===== config.mk =====
export PLATFORM = sky130hd
export DESIGN_NAME = switch_event_queue_flat
export DESIGN_NICKNAME = d
export VERILOG_FILES = /design/src/rtl/switch_event_queue_if.sv /design/src/rtl/switch_event_queue.sv /design/src/flat_wrapper.sv
export SDC_FILE = /design/constraint.sdc
export NUM_CORES = 1
export LEC_CHECK = 0
export BUFFER_PORTS_ARGS = -buffer_cell sky130_fd_sc_hd__buf_2
export CELL_PAD_IN_SITES_DETAIL_PLACEMENT = 0
export CELL_PAD_IN_SITES_GLOBAL_PLACEMENT = 2
export CORE_MARGIN = 2
export CORE_UTILIZATION = 41
export CTS_CLUSTER_SIZE = 10
export DETAILED_ROUTE_END_ITERATION = 8
export PLACE_DENSITY = 0.95
export SLEW_MARGIN = 20
export SYNTH_ARGS = -nofsm -noshare
export SYNTH_HDL_FRONTEND = slang
export SYNTH_SLANG_ARGS = --single-unit

===== constraint.sdc =====
create_clock -name clk_i -period 6.4 [get_ports clk_i]
set_clock_uncertainty 0.15 [all_clocks]
set_input_delay 0 -clock clk_i [delete_from_list [all_inputs] [get_ports clk_i]]
set_output_delay 0 -clock clk_i [all_outputs]
set_load 0.01 [all_outputs]

===== src/rtl/switch_event_queue_if.sv =====
// rtl/switch_event_queue_if.sv - switch event stream between the queue and its consumer
interface switch_event_queue_if;
   logic       ev_valid;
   logic       ev_ready;
   logic [4:0] ev_index;
   logic       ev_pressed;

   modport master (
      output ev_valid,
      output ev_index,
      output ev_pressed,
      input  ev_ready
   );

   modport slave (
      input  ev_valid,
      input  ev_index,
      input  ev_pressed,
      output ev_ready
   );
endinterface


===== src/rtl/switch_event_queue.sv =====
// rtl/switch_event_queue.sv - per-switch frame debounce, stable image and press/release event FIFO
module switch_event_queue #(
   parameter int DEBOUNCE_FRAMES = 4,
   parameter int FIFO_DEPTH      = 8
) (
   input  logic                          clk_i,
   input  logic                          rst_i,
   input  logic                          frame_latch_n_i,
   input  logic [20:0]                   frame_in_i,
   output logic [20:0]                   stable_o,
   output logic                          changed_o,
   switch_event_queue_if.master          ev,
   output logic                          ev_overflow_o,
   output logic [$clog2(FIFO_DEPTH):0]   ev_count_o
);

   localparam int NSW = 21;
   localparam int AW  = $clog2(FIFO_DEPTH);
   localparam int CW  = AW + 1;
   localparam logic [3:0]    DB_LAST = 4'(DEBOUNCE_FRAMES - 1);
   localparam logic [CW-1:0] DEPTH_C = CW'(FIFO_DEPTH);

   logic              lat_q;
   logic              accept;
   logic [NSW-1:0]    stable_q, stable_d;
   logic [NSW-1:0]    toggle;
   logic [3:0]        cnt_q [NSW];
   logic [3:0]        cnt_d [NSW];
   logic              changed_q;
   logic [NSW-1:0]    pend_q, pend_d;
   logic [NSW-1:0]    scan_clr;
   logic [4:0]        scan_idx;
   logic              scan_hit;
   logic              overflow_q, overflow_d;
   logic              push, pop;
   logic [5:0]        mem_q [FIFO_DEPTH];
   logic [5:0]        head;
   logic [AW-1:0]     wr_ptr_q, rd_ptr_q;
   logic [CW-1:0]     count_q, count_d;

   // A strobe held low is one frame: only the falling edge is accepted.
   assign accept = ~frame_latch_n_i & lat_q;

   always_comb begin
      stable_d = stable_q;
      toggle   = '0;
      for (int i = 0; i < NSW; i++) begin
         cnt_d[i] = cnt_q[i];
         if (accept) begin
            if (frame_in_i[i] == stable_q[i]) begin
               cnt_d[i] = 4'd0;
            end else if (cnt_q[i] == DB_LAST) begin
               stable_d[i] = ~stable_q[i];
               cnt_d[i]    = 4'd0;
               toggle[i]   = 1'b1;
            end else begin
               cnt_d[i] = cnt_q[i] + 4'd1;
            end
         end
      end
   end

   // Lowest pending switch wins; descending loop leaves the lowest index.
   always_comb begin
      scan_idx = '0;
      scan_hit = |pend_q;
      for (int i = NSW - 1; i >= 0; i--) begin
         if (pend_q[i]) begin
            scan_idx = 5'(i);
         end
      end
   end

   assign push = scan_hit && (count_q < DEPTH_C);
   assign pop  = (count_q != '0) && ev.ev_ready;

   always_comb begin
      scan_clr = '0;
      if (push) begin
         scan_clr[scan_idx] = 1'b1;
      end
   end

   // A fresh toggle overrides the clear, so the bit is reported again.
   assign pend_d     = (pend_q & ~scan_clr) | toggle;
   assign overflow_d = overflow_q | (|(toggle & pend_q & ~scan_clr));

   always_comb begin
      count_d = count_q;
      case ({push, pop})
         2'b10:   count_d = count_q + CW'(1);
         2'b01:   count_d = count_q - CW'(1);
         default: count_d = count_q;
      endcase
   end

   always_ff @(posedge clk_i) begin
      if (rst_i) begin
         lat_q      <= 1'b1;
         stable_q   <= '0;
         changed_q  <= 1'b0;
         pend_q     <= '0;
         overflow_q <= 1'b0;
         wr_ptr_q   <= '0;
         rd_ptr_q   <= '0;
         count_q    <= '0;
         for (int i = 0; i < NSW; i++) begin
            cnt_q[i] <= 4'd0;
         end
      end else begin
         lat_q      <= frame_latch_n_i;
         stable_q   <= stable_d;
         changed_q  <= |toggle;
         pend_q     <= pend_d;
         overflow_q <= overflow_d;
         count_q    <= count_d;
         if (push) begin
            wr_ptr_q <= wr_ptr_q + AW'(1);
         end
         if (pop) begin
            rd_ptr_q <= rd_ptr_q + AW'(1);
         end
         for (int i = 0; i < NSW; i++) begin
            cnt_q[i] <= cnt_d[i];
         end
      end
   end

   // Storage needs no reset; the pointers and count define what is valid.
   always_ff @(posedge clk_i) begin
      if (push) begin
         mem_q[wr_ptr_q] <= {scan_idx, stable_q[scan_idx]};
      end
   end

   assign head          = mem_q[rd_ptr_q];
   assign ev.ev_valid   = (count_q != '0);
   assign ev.ev_index   = ev.ev_valid ? head[5:1] : 5'd0;
   assign ev.ev_pressed = ev.ev_valid ? head[0] : 1'b0;

   assign stable_o      = stable_q;
   assign changed_o     = changed_q;
   assign ev_overflow_o = overflow_q;
   assign ev_count_o    = count_q;

endmodule


===== src/flat_wrapper.sv =====
// flat-port wrapper written by rule: the top's interface ports become plain ports
module switch_event_queue_flat 
#(
   parameter int DEBOUNCE_FRAMES = 4,
   parameter int FIFO_DEPTH      = 8
)
  (clk_i, rst_i, frame_latch_n_i, frame_in_i, stable_o, changed_o, ev_overflow_o, ev_count_o, ev_ev_valid, ev_ev_index, ev_ev_pressed, ev_ev_ready);
  switch_event_queue_if ev_i ();
  input  logic clk_i;
  input  logic rst_i;
  input  logic frame_latch_n_i;
  input  logic [20:0] frame_in_i;
  output logic [20:0] stable_o;
  output logic changed_o;
  output logic ev_overflow_o;
  output logic [$clog2(FIFO_DEPTH):0] ev_count_o;
  output wire logic [$bits(ev_i.ev_valid)-1:0] ev_ev_valid;
  output wire logic [$bits(ev_i.ev_index)-1:0] ev_ev_index;
  output wire logic [$bits(ev_i.ev_pressed)-1:0] ev_ev_pressed;
  input wire logic [$bits(ev_i.ev_ready)-1:0] ev_ev_ready;
  assign ev_ev_valid = ev_i.ev_valid;
  assign ev_ev_index = ev_i.ev_index;
  assign ev_ev_pressed = ev_i.ev_pressed;
  assign ev_i.ev_ready = ev_ev_ready;
  switch_event_queue #(.DEBOUNCE_FRAMES(DEBOUNCE_FRAMES), .FIFO_DEPTH(FIFO_DEPTH)) u_core (.clk_i(clk_i), .rst_i(rst_i), .frame_latch_n_i(frame_latch_n_i), .frame_in_i(frame_in_i), .stable_o(stable_o), .changed_o(changed_o), .ev(ev_i), .ev_overflow_o(ev_overflow_o), .ev_count_o(ev_count_o));
endmodule

==> results of run 1 <==
==> placed cells by master (no fill, tap or decap), types with 15 or more instances in the layout <==
| master | instances |
|---|---|
| nand2_1 | 86 |
| dlygate4sd3_1 | 30 |
| edfxtp_1 | 48 |
| nor3b_1 | 15 |
| o21ai_0 | 70 |
| a21oi_1 | 96 |
| ha_1 | 26 |
| buf_2 | 57 |
| nand4_1 | 21 |
| nor2_1 | 137 |
| xor2_1 | 23 |
| nand3b_1 | 15 |
| nor4_1 | 15 |
| nand3_1 | 20 |
| xnor2_1 | 30 |
| dfxtp_1 | 142 |
| a31oi_1 | 17 |
| inv_1 | 21 |
| clkbuf_16 | 17 |
| nand4b_1 | 17 |
==> sequential cells by signal (all words and copies together), names as in the netlist, named ones only <==
name,cells
u_core.mem_q,48
u_core.pend_q,21
u_core.ev_count_o,4
u_core.changed_o,1
u_core.wr_ptr_q,3
u_core.stable_o,21
u_core.rd_ptr_q,3
u_core.ev_overflow_o,1
u_core.lat_q,1
u_core.cnt_q,84
==> worst register-to-register path, stage by stage (launching register included) <==
cell and delay, ns:
dfxtp_1 0.36, nor4_1 0.81, nand4_1 0.34, nor3_1 0.35
nor2_1 0.14, inv_1 0.12, ha_1 0.19, ha_1 0.24
a21o_1 0.17, a21oi_1 0.17, xnor2_1 0.09, or3_1 0.31
a21oi_1 0.15
==> path summary, 6_finish.rpt <==
kind                      startpoint              endpoint  slack [ns]
hold / removal       frame_latch_n_i          u_core.lat_q        0.19
setup reg to reg   u_core.pend_q[12]  u_core.ev_count_o[3]        2.73
setup / recovery   u_core.pend_q[12]  u_core.ev_count_o[3]        2.73
hold reg to reg   u_core.cnt_q[1][5]    u_core.cnt_q[1][5]        0.33
==> area by class of cell <==
class / count / area [µm²] / area share, %
clock buffer: 18 / 429 / 4.06
inverter: 21 / 78.8 / 0.746
sequential: 190 / 4280 / 40.5
timing repair buffer: 91 / 616 / 5.82
tap: 280 / 350 / 3.31
clock inverter: 14 / 146 / 1.38
multi-input combinational: 737 / 4670 / 44.1
==> metal layers <==
| layer | up-vias | routed length, µm |
|---|---|---|
| li1 | 3746 | - |
| met1 | 3514 | 10100 |
| met2 | 142 | 10300 |
| met3 | 32 | 788 |
| met4 | 0 | 415 |
| met5 | - | 0 |
==> power by group <==
part           total (mW)  switching, mW  internal (mW)
logic               0.123         0.0743         0.0491
clock network        1.05          0.495          0.552
registers            1.25         0.0132           1.24
total                2.42          0.583           1.84
==> cell families after synthesis <==
group / after synthesis / share of synthesized area [%]
simple gates: 396 / 22.2
compound gates: 238 / 15.3
flops: 190 / 46.7
buf+inv: 65 / 2.76
xor+xnor: 53 / 5.06
fa+ha+maj: 27 / 3.77
mux: 23 / 4.15
==> metrics by stage <==
| step | util (%) | hold slack (ns) | total power, mW | area, µm² |
|---|---|---|---|---|
| after floorplan | - | -0.0434 | 1.35 | 9170 |
| after global placement | 44.2 | 0.103 | 1.39 | 9680 |
| after detailed placement | 44.2 | 0.111 | 1.39 | 9680 |
| after CTS | 48.2 | 0.174 | 2.44 | 10600 |
| after global routing | 48.3 | 0.203 | 2.51 | 10600 |
| final | 48.3 | 0.185 | 2.42 | 10600 |
==> results.toml, run 1 <==
[outcome]
status = "finished clean"

[clocking]
clk_latency_ns = 0.44
cts_tree = "built"
cts_buffers = 17
holdBufCountCts = 30
h-tree-depth = 4
clkSinkCount = 190
root_buffer = "clkbuf_16"
clk_path_buf_depth = 2
post_cts_buffers = 0
cts_resized = 0
path_clk_slew_ns = 0.08

[setup_path]
arrival_ns = 3.88
worstSetupPathType = "reg -> reg"
crit_chain = "nor4_1 -> nand4_1 -> nor3_1 -> nor2_1 -> inv_1 -> ha_1 -> ha_1 -> a21o_1 -> a21oi_1 -> xnor2_1 -> or3_1 -> a21oi_1"
startpoint_type = "flop"
r2r_cells = 12
required_ns = 6.61
crit_path_max_incr_delay_ns = 0.81
cp_max_fo = 6
end_kind = "flop"
slowest_stage = "nor4_1"
path_buf_inv = 1
path_depth = 12
cp_top_family = "simple AND/OR/NAND/NOR gates"

[sta]
rsz0062_at_grt = "false"
max_slew.worst_pin.slew_ns = 0.927
setup_violations = 0
setup_tns_ns = 0
relSlewSlack_pct = 37.7
setup_ws_ns = 2.73
drv_slew = 0
max_freq_ghz = 0.273
hold_viol_final = 0
min_period_ns = 3.67
finalCritPeriodShare_pct = 57.3

[grt]
antenna_found_initial = 0
grt.busiest_layer = "met2"
grt_pass1_vias = 6958
gr-usage-met1_pct = 24.9
grt_max_degree = 72
grt_pass1_wl_mm = 35.9
grt_overflow = 0
grt_usage_pct = 18.7
use_met3_pct = 3.64
grt_use_met2_pct = 30.8

[die]
die_w_um = 154
die_height_um = 154
die_area_mm2 = 0.0236
core.rowCount = 54
boundaryPins = 59
start_util_pct = 41.9
coreArea_mm2 = 0.0219

[synthesis]
synth_common_cells = "142 x dfxtp_1, 137 x nor2_1, 96 x a21oi_1"
synth_area_per_cell_um2 = 9.25
ys_ff_latch = 190
async_flop_share_pct = 0
ys_seq_area_share_pct = 46.7
synth_warnings = 0
syn_inst = 992
yosysMostFrequentCell = "dfxtp_1"
synth_top_area_share_pct = 31.0
synth_edf_count = 48
post_synth_num_cell_types = 61
ys_top_cells_by_area = "dfxtp_1 31%, edfxtp_1 16%, nor2_1 5.6%, a21oi_1 5.2%, o21ai_0 3.8%"
yosysTopAreaCell = "dfxtp_1"
synth_area_mm2 = 0.00917
ys.flop_type = "dfxtp_1"
syn_nets = 1044

[finish]
num_antenna_cells = 0
syn_to_final_growth_pct = 15.3
fin_cells = 1351
layout.nets = 1110
drive_gt1_share_pct = 11.7
fillers = 2122

[place]
dp_cells = 1289
dp_slack_ns = 2.79
portBuffers = 58
routabilityCongestion = 0.863
place_hpwl_mm = 14.8

[pwr]
powerDensity_mw_per_mm2 = 229
ir_drop_uv = 139
power.leakage_nw = 3.85

[job]
max_cap_violations = 0

[routing]
drt-total-wl_mm = 21.6
dr.first_iter.drc_count = 538
ant_nets = 0
remaining_drc_errors = 0
dr.pass1.iters = 5
route.vias.total = 7434
post_drt_via_cell_ratio = 5.50
routedWlPerCell_um = 16.0

[worst_hold_path]
holdPathStages = 3
min_path_type = "in -> reg"
(Power assumes the default switching activity.)
==> inputs of run 2 (changes only) <==
- ABC_AREA: unset -> 1
- CORE_UTILIZATION: 41 -> 36
- PLACE_DENSITY: 0.95 -> 0.91
- clock period: 6.4 -> 3.4 ns (I/O delays scaled with it)
==> results.toml, run 2 <==
[worst_hold_path]
min_path_type = "in -> reg"
holdPathStages = 3

[grt]
grt_usage_pct = 17.3
grt_overflow = 0
grt_max_degree = 83
grt_pass1_wl_mm = 36.6
grt_pass1_vias = 7088
antenna_found_initial = 0

[synthesis]
synth_edf_count = 48
ys_top_cells_by_area = "dfxtp_1 31%, edfxtp_1 16%, nand2_1 7.6%, nor2_1 6.7%, inv_1 4.9%"
async_flop_share_pct = 0
syn_inst = 1167
synth_compound_area_share_pct = 13.2
synth_top_area_share_pct = 30.7
ys_seq_area_share_pct = 46.3
yosysMostFrequentCell = "nand2_1"
synth-xor-area-share_pct = 5.21
post_synth_num_cell_types = 41
synth_top_family_by_area = "simple AND/OR/NAND/NOR gates"
synth_common_cells = "186 x nand2_1, 166 x nor2_1, 142 x dfxtp_1"
syn_nets = 1219
synthAdderAreaFrac_pct = 3.73
synth_area_mm2 = 0.00925
synth_warnings = 0
yosysTopAreaCell = "dfxtp_1"
synth-simple-area-share_pct = 24.6
ys.flop_type = "dfxtp_1"
synth_mux_area_share_pct = 0
synth_area_per_cell_um2 = 7.92
ys_ff_latch = 190

[place]
routabilityCongestion = 0.834
portBuffers = 58
place_hpwl_mm = 16.0

[die]
die_w_um = 164
boundaryPins = 59
die_area_mm2 = 0.0270
die_height_um = 164
start_util_pct = 36.7
core.rowCount = 58
coreArea_mm2 = 0.0252

[setup_path]
required_ns = 3.57
crit_top_cell = "nor2_1"
path_depth = 15
slowest_stage = "dfxtp_1"
crit_path_max_incr_delay_ns = 0.34
path_buf_inv = 1
arrival_ns = 2.96
crit_chain = "nor2_1 -> nand4_1 -> inv_1 -> nand3_1 -> nand2_2 -> ha_1 -> ha_1 -> nand2_1 -> nor2_1 -> a211oi_1 -> nor2_1 -> nor2_1 -> nand2_1 -> o21ai_0 -> a21oi_1"
r2r_cells = 15
worstSetupPathType = "reg -> reg"
cp_max_fo = 9
startpoint_type = "flop"
cp_top_family = "simple AND/OR/NAND/NOR gates"
end_kind = "flop"

[routing]
route.vias.total = 7730
post_drt_via_cell_ratio = 4.88
dr.first_iter.drc_count = 382
remaining_drc_errors = 0
ant_nets = 0
dr.pass1.iters = 5
drt-total-wl_mm = 22.2
routedWlPerCell_um = 14.0

[job]
max_cap_violations = 0

[sta]
max_freq_ghz = 0.359
setup_violations = 0
hold_viol_final = 0
hold_slack_ns = 0.112
finalCritPeriodShare_pct = 82.0
rsz0062_at_grt = "false"
setup_tns_ns = 0
drv_slew = 0
min_period_ns = 2.79
max_slew.worst_pin.slew_ns = 0.956
relSlewSlack_pct = 36.3

[clocking]
h-tree-depth = 4
clk_path_buf_depth = 2
clkSinkCount = 190
path_clk_slew_ns = 0.07
root_buffer = "clkbuf_16"
clk_latency_ns = 0.45
cts_tree = "built"
cts_buffers = 17

[finish]
final_cell_mix = "185 x nand2_1, 166 x nor2_1, 142 x dfxtp_1"
seq_area_mm2 = 0.00428
drive_gt1_share_pct = 11.0
syn_to_final_growth_pct = 16.3
largest_reg_flops = 84
mostFrequentLayoutCell = "nand2_1"
multi_input_area_mm2 = 0.00434
num_antenna_cells = 0
top_regs = "u_core.cnt_q x84, u_core.mem_q x48"
final_core_util_pct = 42.7
layout.nets = 1294
fillers = 2546
top_register = "u_core.cnt_q"

[pwr]
switchingPower_mw = 1.63
sw_frac_of_total_pct = 30.1
pwr-share-seq_pct = 45.4
pwr-share-clk_pct = 37.5
power.leakage_nw = 4.29
internal-power_mw = 3.78
share_comb_of_total_power_pct = 17.1
powerDensity_mw_per_mm2 = 503
ir_drop_uv = 329

[outcome]
status = "finished clean"
==> run 2: cell types whose count changed after synthesis, sizes merged, moves of 14 or more <==
cell    delta
nor3      +36
inv      +107
nor3b     -14
a211oi    +15
o21ai     +19
nor2      +39
nand3     +45
nand2    +111
nand4b    -17
==> run 2: cell type report <==
class	count	share of cell area, %
Multi-Input combinational cell	811	40.3
Sequential cell	190	39.9
Timing Repair Buffer	92	5.73
Inverter	130	4.56
Clock buffer	19	4.42
Tap cell	330	3.84
Clock inverter	13	1.26
==> run 2: kinds of logic after synthesis <==
group	after synthesis
adder cells (fa/ha/maj)	27
flip-flops	190
XOR/XNOR	55
AO/OA/AOI/OAI	219
buffers and inverters	166
AND/OR/NAND/NOR	510
==> run 2: power by group through the flow <==
stage               clock, mW  combinational (mW)  sequential (mW)
floorplan                   0               0.621             2.49
global placement            0               0.899             2.51
detailed placement          0               0.908             2.51
CTS                      2.09               0.931             2.46
global route             2.18                1.05             2.47
finish                   2.03               0.923             2.45
==> run 2: repair_timing <==
action | in CTS | in global routing
resized for setup | 0 | 0
setup buffers | 0 | 0
hold endpoints to repair | 93 | 0
hold buffers | 23 | 0
==> run 2: per-stage QoR <==
step                cells  setup slack (ns)  power (mW)  area [µm²]
floorplan            1167             0.952        3.11        9250
global placement     1530             0.601        3.41        9910
detailed placement   1530             0.619        3.42        9910
CTS                  1585             0.611        5.47       10800
global route         1585             0.248        5.70       10800
finish               1585             0.611        5.41       10800
==> run 2: metal layers <==
| layer | vias to the layer above | track usage [%] | share of wire [%] |
|---|---|---|---|
| met3 | 22 | 3.38 | 3.3 |
| li1 | 4039 | - | - |
| met4 | 0 | 4.07 | 1.2 |
| met2 | 134 | 28.4 | 47 |
| met5 | - | 0 | 0 |
| met1 | 3535 | 23.4 | 48 |
==> run 2: worst reg2reg max path, cell delays in order (launching register included) <==
cell	delay, ns
dfxtp_1	0.34
nor2_1	0.20
nand4_1	0.17
inv_1	0.16
nand3_1	0.13
nand2_2	0.21
ha_1	0.25
ha_1	0.28
nand2_1	0.08
nor2_1	0.04
a211oi_1	0.24
nor2_1	0.07
nor2_1	0.09
nand2_1	0.08
o21ai_0	0.14
a21oi_1	0.06
==> run 2: path summary, 6_finish.rpt <==
| check | endpoint | start | slack, ns |
|---|---|---|---|
| setup / recovery | u_core.ev_count_o[3] | u_core.pend_q[18] | 0.61 |
| hold / removal | u_core.cnt_q[3][0] | rst_i | 0.11 |
| setup reg to reg | u_core.ev_count_o[3] | u_core.pend_q[18] | 0.61 |
| hold reg to reg | u_core.rd_ptr_q[2] | u_core.rd_ptr_q[2] | 0.31 |
==> inputs of run 3 (changes only) <==
- ABC_AREA: 1 -> 0
- CORE_UTILIZATION: 36 -> 38
- clock period: 3.4 -> 2.8 ns (I/O delays scaled with it)
==> results.toml, run 3 (same netlist as run 1, synthesis figures left out) <==
[grt]
grt_pass1_vias = 7402
grt_pass1_wl_mm = 38.2
antenna_found_initial = 0
grt_max_degree = 68
grt_usage_pct = 18.6
grt_overflow = 0

[sta]
rsz0062_at_grt = "true"
finalCritPeriodShare_pct = 99.8
hold_viol_final = 0
relSlewSlack_pct = 28.8
hold_slack_ns = 0.203
max_slew.worst_pin.slew_ns = 1.06
drv_slew = 0
setup_tns_ns = 0
setup_violations = 0
min_period_ns = 2.79
max_freq_ghz = 0.358

[setup_path]
r2r_slack_ns = 0.005
cp_max_fo = 8
startpoint_type = "flop"
cp-startpoint = "u_core.pend_q[8]"
r2r_cells = 10
r2r_start = "u_core.pend_q[8]"
required_ns = 2.94
r2r-end = "u_core.ev_overflow_o"
arrival_ns = 2.94
end_kind = "flop"
worstSetupPathType = "reg -> reg"

[clocking]
clk_path_buf_depth = 2
cts_tree = "built"
cts_buffers = 17
clkSinkCount = 190
clk_latency_ns = 0.43
h-tree-depth = 4
root_buffer = "clkbuf_16"
path_clk_slew_ns = 0.07

[finish]
fillers = 2266
syn_to_final_growth_pct = 23.7
largest_reg_flops = 84
final_core_util_pct = 48.0
top_regs = "u_core.cnt_q x84, u_core.mem_q x48"
top_register = "u_core.cnt_q"
fin_cells = 1469
layout.nets = 1189
num_antenna_cells = 0
drive_gt1_share_pct = 19.5
final_cell_mix = "137 x nor2_1, 137 x dfxtp_1, 94 x a21oi_1"

[routing]
remaining_drc_errors = 0
dr.first_iter.drc_count = 514
route.vias.total = 7871
ant_nets = 0
drt-total-wl_mm = 23.9
routedWlPerCell_um = 16.3
dr.pass1.iters = 5
post_drt_via_cell_ratio = 5.36

[pwr]
ir_drop_uv = 377
powerDensity_mw_per_mm2 = 481
power.leakage_nw = 4.25
finalPower_mw = 5.46

[worst_hold_path]
min_path_type = "in -> reg"
hp-start = "frame_latch_n_i"
hold-path-endpoint = "u_core.lat_q"
holdPathStages = 3

[die]
coreArea_mm2 = 0.0236
die_area_mm2 = 0.0254
core.rowCount = 56
boundaryPins = 59
die_height_um = 159
start_util_pct = 38.8
die_w_um = 159

[place]
routabilityCongestion = 0.984
dp_cells = 1407
portBuffers = 58
place_hpwl_mm = 17.0

[outcome]
status = "finished clean"

[job]
max_cap_violations = 0
==> run 3: changes by cell type in the layout (fill, tap and decap cells not counted), moves of 15 or more <==
cell and delta:
a211oi_1 -15, buf_4 +75, inv_1 -99, nand2_1 -99, nand3_1 -42, nand4b_1 +17, nor2_1 -29, nor3_1 -38
o21ai_0 -15
==> run 3: worst max-delay path by stage <==
stage / to / slack, ns / cells after the start
final: u_core.ev_overflow_o / 0.005 / 10
after global placement: u_core.mem_q[2][0] / 0.0002 / 9
after detailed placement: u_core.mem_q[0][0] / -0.1 / 8
after CTS: u_core.ev_count_o[3] / 0.02 / 12
after global routing: u_core.ev_count_o[3] / -0.14 / 12
after floorplan: u_core.ev_count_o[3] / 0.02 / 11
==> run 3: repair_timing <==
item | in CTS | in global routing
endpoints found under the hold margin | 82 | 0
setup endpoints to repair | 9 | 12
gates cloned | 0 | 0
resized for setup | 6 | 15
hold buffers | 25 | 0
setup buffers | 1 | 4
pin swaps | 6 | 15
==> run 3: metrics by stage <==
step / instance area (µm²) / setup WS (ns)
floorplan: 9230 / 0.0171
global placement: 10400 / 0.000200
detailed placement: 10400 / -0.0969
CTS: 11200 / 0.0214
global route: 11300 / -0.139
finish: 11300 / 0.00510
==> run 3: power by group <==
part           leakage (nW)  internal (mW)  total (mW)  switching, mW
combinational          2.40          0.136       0.320          0.184
sequential             1.60           2.82        2.85         0.0276
clock                 0.256           1.23        2.29           1.06
==> run 3: layout make-up <==
type	count	area (µm²)	share of cell area [%]
inverters	21	78.8	0.695
multi-input cells	737	4790	42.2
clock inverters	13	115	1.01
flip-flops and latches	190	4300	37.9
repair buffers	170	1230	10.9
well taps	319	399	3.52
clock buffers	19	433	3.82
==> run 3: layer usage <==
metal | part of all wire (%) | GRT usage, %
met1 | 46 | 24.0
met2 | 47 | 31.2
met3 | 4.4 | 3.39
met4 | 2.4 | 7.02
met5 | 0 | 0
==> run 3: critical path: stages (launching register included) <==
cell and delay, ns:
dfxtp_4 0.36, nor4_4 0.31, buf_4 0.16, buf_4 0.14
nand4b_1 0.17, or3_1 0.40, a2111oi_4 0.30, nand4_1 0.15
a211o_1 0.26, nor3_2 0.14, a41oi_1 0.13
